$ cat config.mk
export PLATFORM = sky130hd
export DESIGN_NAME = qpsk_frame_tx
export DESIGN_NICKNAME = d
export VERILOG_FILES = /design/src/rtl/qpsk_frame_tx.sv
export SDC_FILE = /design/constraint.sdc
export NUM_CORES = 1
export LEC_CHECK = 0
export BUFFER_PORTS_ARGS = -buffer_cell sky130_fd_sc_hd__buf_2
export CORE_UTILIZATION = 45
export CTS_CLUSTER_SIZE = 30
export DETAILED_ROUTE_END_ITERATION = 16
export PLACE_DENSITY = 0.68
export SLEW_MARGIN = 20
export SYNTH_ARGS = -nofsm -noshare
export SYNTH_HDL_FRONTEND = slang
export SYNTH_SLANG_ARGS = --single-unit
$ cat constraint.sdc
create_clock -name clk -period 4.3 [get_ports clk]
set_input_delay 0.645 -clock clk [delete_from_list [all_inputs] [get_ports clk]]
set_output_delay 0.645 -clock clk [all_outputs]
set_load 0.01 [all_outputs]
$ cat src/rtl/qpsk_frame_tx.sv
// rtl/qpsk_frame_tx.sv - QPSK transmit framer: preamble, header/payload/checksum, I/Q symbol timing
module qpsk_frame_tx #(
  parameter int          SAMPLE   = 100,
  parameter logic [7:0]  HEADER   = 8'b1100_1100,
  parameter int          PRE_SYMS = 16
) (
  input  logic        clk,
  input  logic        rst,
  input  logic        sam_en,
  input  logic [39:0] in_data,
  input  logic        in_valid,
  output logic        in_ready,
  output logic        i_bit,
  output logic        q_bit,
  output logic        sym_stb,
  output logic        busy,
  output logic        frame_done
);

  localparam int CW       = (SAMPLE > 1) ? $clog2(SAMPLE) : 1;
  localparam int MAX_SYMS = (PRE_SYMS > 28) ? PRE_SYMS : 28;
  localparam int SW       = $clog2(MAX_SYMS);

  localparam logic [CW-1:0] SAM_LAST = CW'(SAMPLE - 1);
  localparam logic [SW-1:0] PRE_LAST = SW'(PRE_SYMS - 1);
  localparam logic [SW-1:0] FRM_LAST = SW'(27);

  typedef enum logic [1:0] {
    IDLE,
    PRE,
    FRAME
  } state_t;

  state_t        state, state_n;
  logic [CW-1:0] sam_cnt, sam_cnt_n;
  logic [SW-1:0] sym_cnt, sym_cnt_n;
  logic [55:0]   shreg, shreg_n;
  logic          i_n, q_n, stb_n, fd_n, busy_n, ready_n;
  logic [10:0]   sum;
  logic [7:0]    csum;
  logic          sym_end;

  always_ff @(posedge clk or posedge rst) begin
    if (rst) begin
      state      <= IDLE;
      sam_cnt    <= '0;
      sym_cnt    <= '0;
      shreg      <= '0;
      i_bit      <= 1'b0;
      q_bit      <= 1'b0;
      sym_stb    <= 1'b0;
      busy       <= 1'b0;
      frame_done <= 1'b0;
      in_ready   <= 1'b1;
    end else begin
      state      <= state_n;
      sam_cnt    <= sam_cnt_n;
      sym_cnt    <= sym_cnt_n;
      shreg      <= shreg_n;
      i_bit      <= i_n;
      q_bit      <= q_n;
      sym_stb    <= stb_n;
      busy       <= busy_n;
      frame_done <= fd_n;
      in_ready   <= ready_n;
    end
  end

  always_comb begin
    state_n   = state;
    sam_cnt_n = sam_cnt;
    sym_cnt_n = sym_cnt;
    shreg_n   = shreg;
    i_n       = i_bit;
    q_n       = q_bit;
    stb_n     = 1'b0;
    fd_n      = 1'b0;

    // Wide sum so the five byte carries never wrap before the final mod 256.
    sum  = 11'(in_data[39:32]) + 11'(in_data[31:24]) + 11'(in_data[23:16])
         + 11'(in_data[15:8]) + 11'(in_data[7:0]);
    csum = 8'(sum % 11'd256);

    sym_end = sam_en && (sam_cnt == SAM_LAST);

    case (state)
      IDLE: begin
        sam_cnt_n = '0;
        sym_cnt_n = '0;
        i_n       = 1'b0;
        q_n       = 1'b0;
        if (in_valid && in_ready) begin
          state_n = PRE;
          shreg_n = {HEADER, in_data, csum};
          i_n     = 1'b1;
          q_n     = 1'b1;
          stb_n   = 1'b1;
        end
      end

      PRE: begin
        if (sam_en) begin
          sam_cnt_n = sym_end ? '0 : sam_cnt + CW'(1);
        end
        if (sym_end) begin
          stb_n = 1'b1;
          if (sym_cnt == PRE_LAST) begin
            state_n   = FRAME;
            sym_cnt_n = '0;
            i_n       = shreg[55];
            q_n       = shreg[54];
            shreg_n   = {shreg[53:0], 2'b00};
          end else begin
            // Preamble alternates (1,1)/(0,0), so each new symbol is the inverse.
            sym_cnt_n = sym_cnt + SW'(1);
            i_n       = ~i_bit;
            q_n       = ~q_bit;
          end
        end
      end

      FRAME: begin
        if (sam_en) begin
          sam_cnt_n = sym_end ? '0 : sam_cnt + CW'(1);
        end
        if (sym_end) begin
          if (sym_cnt == FRM_LAST) begin
            state_n   = IDLE;
            sym_cnt_n = '0;
            i_n       = 1'b0;
            q_n       = 1'b0;
            fd_n      = 1'b1;
          end else begin
            sym_cnt_n = sym_cnt + SW'(1);
            i_n       = shreg[55];
            q_n       = shreg[54];
            shreg_n   = {shreg[53:0], 2'b00};
            stb_n     = 1'b1;
          end
        end
      end

      default: begin
        state_n = IDLE;
      end
    endcase

    busy_n  = (state_n != IDLE);
    ready_n = (state_n == IDLE);
  end

endmodule
==> summary.md, run 1 <==
| Metric | Value |
|---|---|
| Placed insts | 640 |
| GR Overflow Total | 0 |
| NumNets Final | 598 |
| Max Freq | 264 MHz |
| Clock sink total | 76 |
| Setup-failing EPs final | 0 |
| Yosys reg bits | 76 |
| Cell repeated most along the worst path | fa_1 |
| Antenna violations before repair | 0 |
| Worst Path Buf+Inv | 3 |
| Non-Filler Instances | 656 |
| Cell Pwr Density | 635 nW/µm² |
| Die width | 102 µm |
| Sequential area share after synthesis | 42.0% |
| Synth Net Count | ~560 |
| Max Cap Viol | 0 |
| CTS root buf | clkbuf_8 |
| Top cells by area, synth | dfrtp_1 41%, mux2i_1 10%, fa_1 8.8%, o21ai_0 7.7%, nand2_1 5.7% |
| Violation count after the first detailed-route iteration | between 100 and 150 |
| Clk_skew | 0.0124 ns |
| Core box area | 9770 µm² |
| Hold buffer count at cts | 0 |
| Worst EP required | between 4 and 5 ns |
| Tightest Pin Transition | between 0.8 and 0.9 ns |
| Pleak | 2.61 nW |
| Post-Synthesis Cells | around 480 |
| Synth warn | 0 |
| Syn Std Cell Area | about 4500 µm² |
| Area leader, netlist | dfrtp_1 |
| Critical Path Start Type | input port |
| IO Pins | 50 |
| CTS resizes | 0 |
| Final Util | 52.4% |
| Filler cells | 897 |
| Inserted Diodes | 0 |
| Status | complete, no violations |
| FFs w/ async S/R, synth | 100% |
| Post-synthesis average cell area | 9.54 µm² |
| Routability-driven placement congestion ratio | between 0.8 and 0.9 |
| Gr usage total | 19.9% |
| # H-tree levels | 3 |
| Hold Fails Final Rpt | 0 |
| Max stage delay cell, worst path | fa_1 |
| Max FO, Critical Path | 2 |
| Count leader, synth | dfrtp_1 |
| Antenna Nets Post-Route | 0 |
| Worst relative slew slack | 43.9% |
| Main synth FF type | dfrtp_1 |
| CTS max path bufs | 2 |
| Vias in the first global route | approximately 3200 |
| Routed length per instance | 14.2 µm |
| CP Capture Type | flop |
| Synth cell types | 39 |
| Worst endpoint data arrival time | 3.99 ns |
| Slew Viols, Final | 0 |
| TritonCTS Buffers | 9 |
| Clock transition at the registers of the reported paths | 0.08 ns |
| Post-synth top area share | 41.4% |
| CP Cell Sequence | buf_2 > inv_1 > fa_1 > fa_1 > fa_1 > inv_1 > ha_1 > fa_1 > a21o_1 > a311o_1 > a21oi_1 > xnor2_1 > o31ai_1 |
| Worst Hold Class | input port to asynchronous set/reset pin |
| Largest net degree at the start of global routing | 55 |
| Initial Util | 46.4% |
| Post-synth EDFFs | 0 |
| Most instantiated cells after synthesis | 75 x dfrtp_1, 70 x o21ai_0, 69 x nand2_1 |
| CP Class | input port to flop |
| Share of cells above drive strength 1 | 14.3% |
| Post-route DRC | 0 |
| DP Worst Slack | 0.114 ns |
| TritonCTS clock tree | yes |
| TritonRoute pass-1 iters | 7 |
| RSZ-0062 raised after global routing | false |
| Max IR drop VDD | 0.262 mV |
| Vias | 3342 |
| Post-DR vias/cell | slightly above 5 |
| Min Tclk post-route | 3.78 ns |
| Routed WL | 9.33 mm |
| Critical path's largest stage delay | 0.58 ns |
| Rows | 36 |
| Top delay family on crit path | adder cells |
| Number of setup buffers added after CTS | 0 |
| Skew-Pair Late Insertion Delay | 0.37 ns |
| Synthesis-to-finish area growth | 13.0% |
| Power, Total | 3.25 mW |
| First-pass GRT wire length | 15.5 mm |
| Setup TNS | 0 ns |
| Die area | 10500 µm² |
| Buffers on Ports | between 40 and 50 |
| Die H | 102 µm |
| Worst Setup Slack, final | 0.515 ns |
| Final critical-path share of the clock period | 88.0% |
| Post-DP HPWL | 6.97 mm |
==> power breakdown <==
part / total (mW) / switching (mW) / internal [mW]
sequential: 1.18 / 0.164 / 1.01
clock: 0.665 / 0.278 / 0.387
combinational: 1.41 / 0.821 / 0.588
==> worst paths after layout <==
path / to / cells past startpoint / slack [ns] / from
hold reg to reg: shreg[46] / 2 / 0.48 / shreg[46]
hold / removal: shreg[8] / 2 / 0.34 / rst
setup / recovery: shreg[7] / 13 / 0.52 / in_data[1]
max in group asynchronous: shreg[44] / 3 / 2.92 / rst
min in group clk: shreg[46] / 2 / 0.48 / shreg[46]
setup reg to reg: shreg[34] / 9 / 1.50 / sym_cnt[0]
==> logic make-up after synthesis <==
kind of cell / synth area share (%)
flops: 42.0
simple gates: 10.9
mux: 10.4
xor+xnor: 2.51
fa+ha+maj: 13.3
buf+inv: 7.70
compound gates: 13.3
==> state kept, by name, summed over array words and instances, names as in the netlist, 2 cells and up <==
name and flops:
sam_cnt 7, shreg 56, state 2, sym_cnt 5
==> through the flow <==
stage | area (µm²) | hold slack, ns
after detailed placement | 4880 | 0.470
after global placement | 4880 | 0.459
after global routing | 5120 | 0.393
final | 5120 | 0.343
after floorplan | 4530 | 0.442
after CTS | 5120 | 0.355
==> worst reg2reg max path: stages, from the launching register on <==
cell and delay, ns:
dfrtp_1 0.42, ha_1 0.25, nand3_1 0.11, inv_1 0.05
ha_1 0.25, nor2b_1 0.23, a221o_1 0.18, a211o_2 0.61
buf_4 0.41, o21ai_0 0.16
==> layout make-up <==
type                       instances  area, µm²  area share (%)
multi-input combinational        311       2280            44.6
sequential                        76       1900            37.2
timing repair buffer              53        275            5.38
inverter                          67        251            4.91
tap                              133        166            3.25
clock buffer                      10        128            2.49
clock inverter                     6        113            2.20
==> placed cells by master, fill, tap and decap left out, drive strengths merged, types with 9 or more instances in the layout <==
cell / n
dfrtp: 75
o21ai: 70
nand2: 69
inv: 67
buf: 53
mux2i: 47
fa: 20
ha: 16
nor2: 12
xnor2: 11
clkbuf: 10
a21oi: 9
==> metal layers <==
metal / GRT usage (%) / vias up / wire length [µm]
li1: - / 1649 / -
met1: 25.2 / 1609 / 4100
met2: 33.1 / 72 / 4710
met3: 4.65 / 12 / 388
met4: 7.36 / 0 / 129
met5: 0 / - / 0
Power figures use the tool's default switching activity.
==> inputs of run 2 (changes only) <==
--- a/config.mk
+++ b/config.mk
@@ -9,6 +9,7 @@
 export CORE_UTILIZATION = 45
 export CTS_CLUSTER_SIZE = 30
 export DETAILED_ROUTE_END_ITERATION = 16
+export MAX_ROUTING_LAYER = met4
 export PLACE_DENSITY = 0.68
 export SLEW_MARGIN = 20
 export SYNTH_ARGS = -nofsm -noshare
==> summary.md, run 2 (synthesis gave the netlist of run 1 again) <==
| Metric | Value |
|---|---|
| Status | complete, no violations (unchanged) |
| GR Overflow Total | 0 (unchanged) |
| First-pass GRT wire length | 15.5 mm (about the same) |
| Setup-failing EPs final | 0 (unchanged) |
| Number of setup buffers added after CTS | 0 (unchanged) |
| TritonCTS Buffers | 9 (unchanged) |
| Max Cap Viol | 0 (unchanged) |
| Violation count after the first detailed-route iteration | 117 (was 121) |
| Final critical-path share of the clock period | 88.1% (was 88.0%) |
| Pleak | 2.61 nW (unchanged) |
| # H-tree levels | 3 (unchanged) |
| Routed length per instance | 14.2 µm (about the same) |
| Die H | 102 µm (unchanged) |
| Cell Pwr Density | 635 nW/µm² (about the same) |
| Largest registers | shreg: 56 flops, sam_cnt: 7 flops, sym_cnt: 5 flops (unchanged) |
| Antenna violations before repair | 0 (unchanged) |
| Clock transition at the registers of the reported paths | 0.08 ns (about the same) |
| Worst relative slew slack | 44.9% (was 43.9%) |
| Gr usage total | 20.5% (was 19.9%) |
| Hold buffer count at cts | 0 (unchanged) |
| Routability-driven placement congestion ratio | 0.842 (was 0.829) |
| Initial Util | 46.4% (unchanged) |
| Hold Fails Final Rpt | 0 (unchanged) |
| Setup TNS | 0 ns (unchanged) |
| GRT Max-Usage Layer | met2 (unchanged) |
| Inserted Diodes | 0 (unchanged) |
| RSZ-0062 raised after global routing | false (unchanged) |
| Max FO, Critical Path | 2 (unchanged) |
| CP Class | input port to flop (unchanged) |
| IO Pins | 50 (unchanged) |
| Clock sink total | 76 (unchanged) |
| Post-DR vias/cell | 5.08 (was 5.09) |
| Worst Hold Class | input port to asynchronous set/reset pin (unchanged) |
| Share of cells above drive strength 1 | 14.3% (unchanged) |
| Global routing usage on met3 | 5.68% (was 4.65%) |
| Die area | 10500 µm² (unchanged) |
| Max FFs per register | 56 (unchanged) |
| Max IR drop VDD | 0.262 mV (about the same) |
| CTS resizes | 0 (unchanged) |
| Met2 GRT Util | 33.0% (was 33.1%) |
| Most frequent cells in the layout | 75 x dfrtp_1, 70 x o21ai_0, 69 x nand2_1 (unchanged) |
| M1 GR Usage | 25.2% (about the same) |
| Worst endpoint data arrival time | 4.05 ns (was 3.99 ns) |
| Min Tclk post-route | 3.79 ns (was 3.78 ns) |
| Vias in the first global route | 3228 (was 3231) |
| TritonCTS clock tree | yes (unchanged) |
| Core box area | 9770 µm² (unchanged) |
| Vias | 3335 (was 3342) |
| Largest net degree at the start of global routing | 55 (unchanged) |
| Buffers on Ports | 49 (unchanged) |
| Synthesis-to-finish area growth | 13.0% (unchanged) |
| Clk_skew | 0.0133 ns (was 0.0124 ns) |
| NumNets Final | 598 (unchanged) |
| Die width | 102 µm (unchanged) |
| Worst EP required | 4.56 ns (was 4.51 ns) |
| Final Util | 52.4% (unchanged) |
| Routed WL | 9.34 mm (was 9.33 mm) |
| Critical Path Start Type | input port (unchanged) |
| Post-DP HPWL | 6.97 mm (unchanged) |
| Antenna Nets Post-Route | 0 (unchanged) |
| Post-route DRC | 0 (unchanged) |
| CTS root buf | clkbuf_8 (unchanged) |
| Filler cells | 897 (unchanged) |
| Skew-Pair Late Insertion Delay | 0.37 ns (about the same) |
| TritonRoute pass-1 iters | 4 (was 7) |
| Most common cell after layout, fill and taps aside | dfrtp_1 (unchanged) |
| Most flops, register | shreg (unchanged) |
| Max Freq | 264 MHz (about the same) |
| CTS max path bufs | 2 (unchanged) |
| Slew Viols, Final | 0 (unchanged) |
| Tightest Pin Transition | 0.827 ns (was 0.841 ns) |
| Rows | 36 (unchanged) |
| CP Capture Type | flop (unchanged) |
run 2: cell counts in the layout (fill, tap and decap cells not counted):
Identical to the previous run, type by type.
run 2: layer usage:
layer	vias up	wire, µm
met2	75	4730
met1	1599	4130
met5	-	0
li1	1649	-
met3	12	372
met4	0	112
run 2: worst paths after layout:
check                      startpoint        end  slack (ns)  depth (start not counted)
setup reg to reg           sym_cnt[0]  shreg[34]        1.49                          9
setup / recovery           in_data[1]   shreg[7]        0.51                         13
max in group asynchronous         rst  shreg[44]        2.92                          3
hold reg to reg             shreg[33]  shreg[33]        0.48                          2
min in group clk            shreg[33]  shreg[33]        0.48                          2
hold / removal                    rst   shreg[8]        0.34                          2
run 2: final cells by class:
class / instances / area (µm²) / share of cell area, %
well taps: 133 / 166 / 3.25
inverters: 67 / 251 / 4.91
clock buffers: 10 / 128 / 2.49
multi-input cells: 311 / 2280 / 44.6
clock inverters: 6 / 113 / 2.20
flip-flops and latches: 76 / 1900 / 37.2
repair buffers: 53 / 275 / 5.38
run 2: through the flow:
step | hold WS [ns] | setup slack [ns] | std cells | area, µm² | total power, mW
2_1_floorplan | 0.442 | 0.461 | 475 | 4530 | 2.29
3_3_place_gp | 0.459 | 0.256 | 640 | 4880 | 2.53
3_5_place_dp | 0.470 | 0.114 | 640 | 4880 | 2.60
4_1_cts | 0.355 | 0.506 | 656 | 5120 | 3.28
5_1_grt | 0.388 | 0.392 | 656 | 5120 | 3.54
6_report | 0.342 | 0.513 | 656 | 5120 | 3.25
run 2: worst max-delay path, stage by stage:
cell	delay, ns
buf_2	0.09
inv_1	0.05
fa_1	0.58
fa_1	0.45
fa_1	0.53
inv_1	0.05
ha_1	0.22
fa_1	0.41
a21o_1	0.21
a311o_1	0.34
a21oi_1	0.18
xnor2_1	0.10
o31ai_1	0.20
run 2: where the power goes:
group / total [mW] / internal [mW] / switching [mW]
clock: 0.665 / 0.387 / 0.278
sequential: 1.18 / 1.01 / 0.164
combinational: 1.41 / 0.588 / 0.821
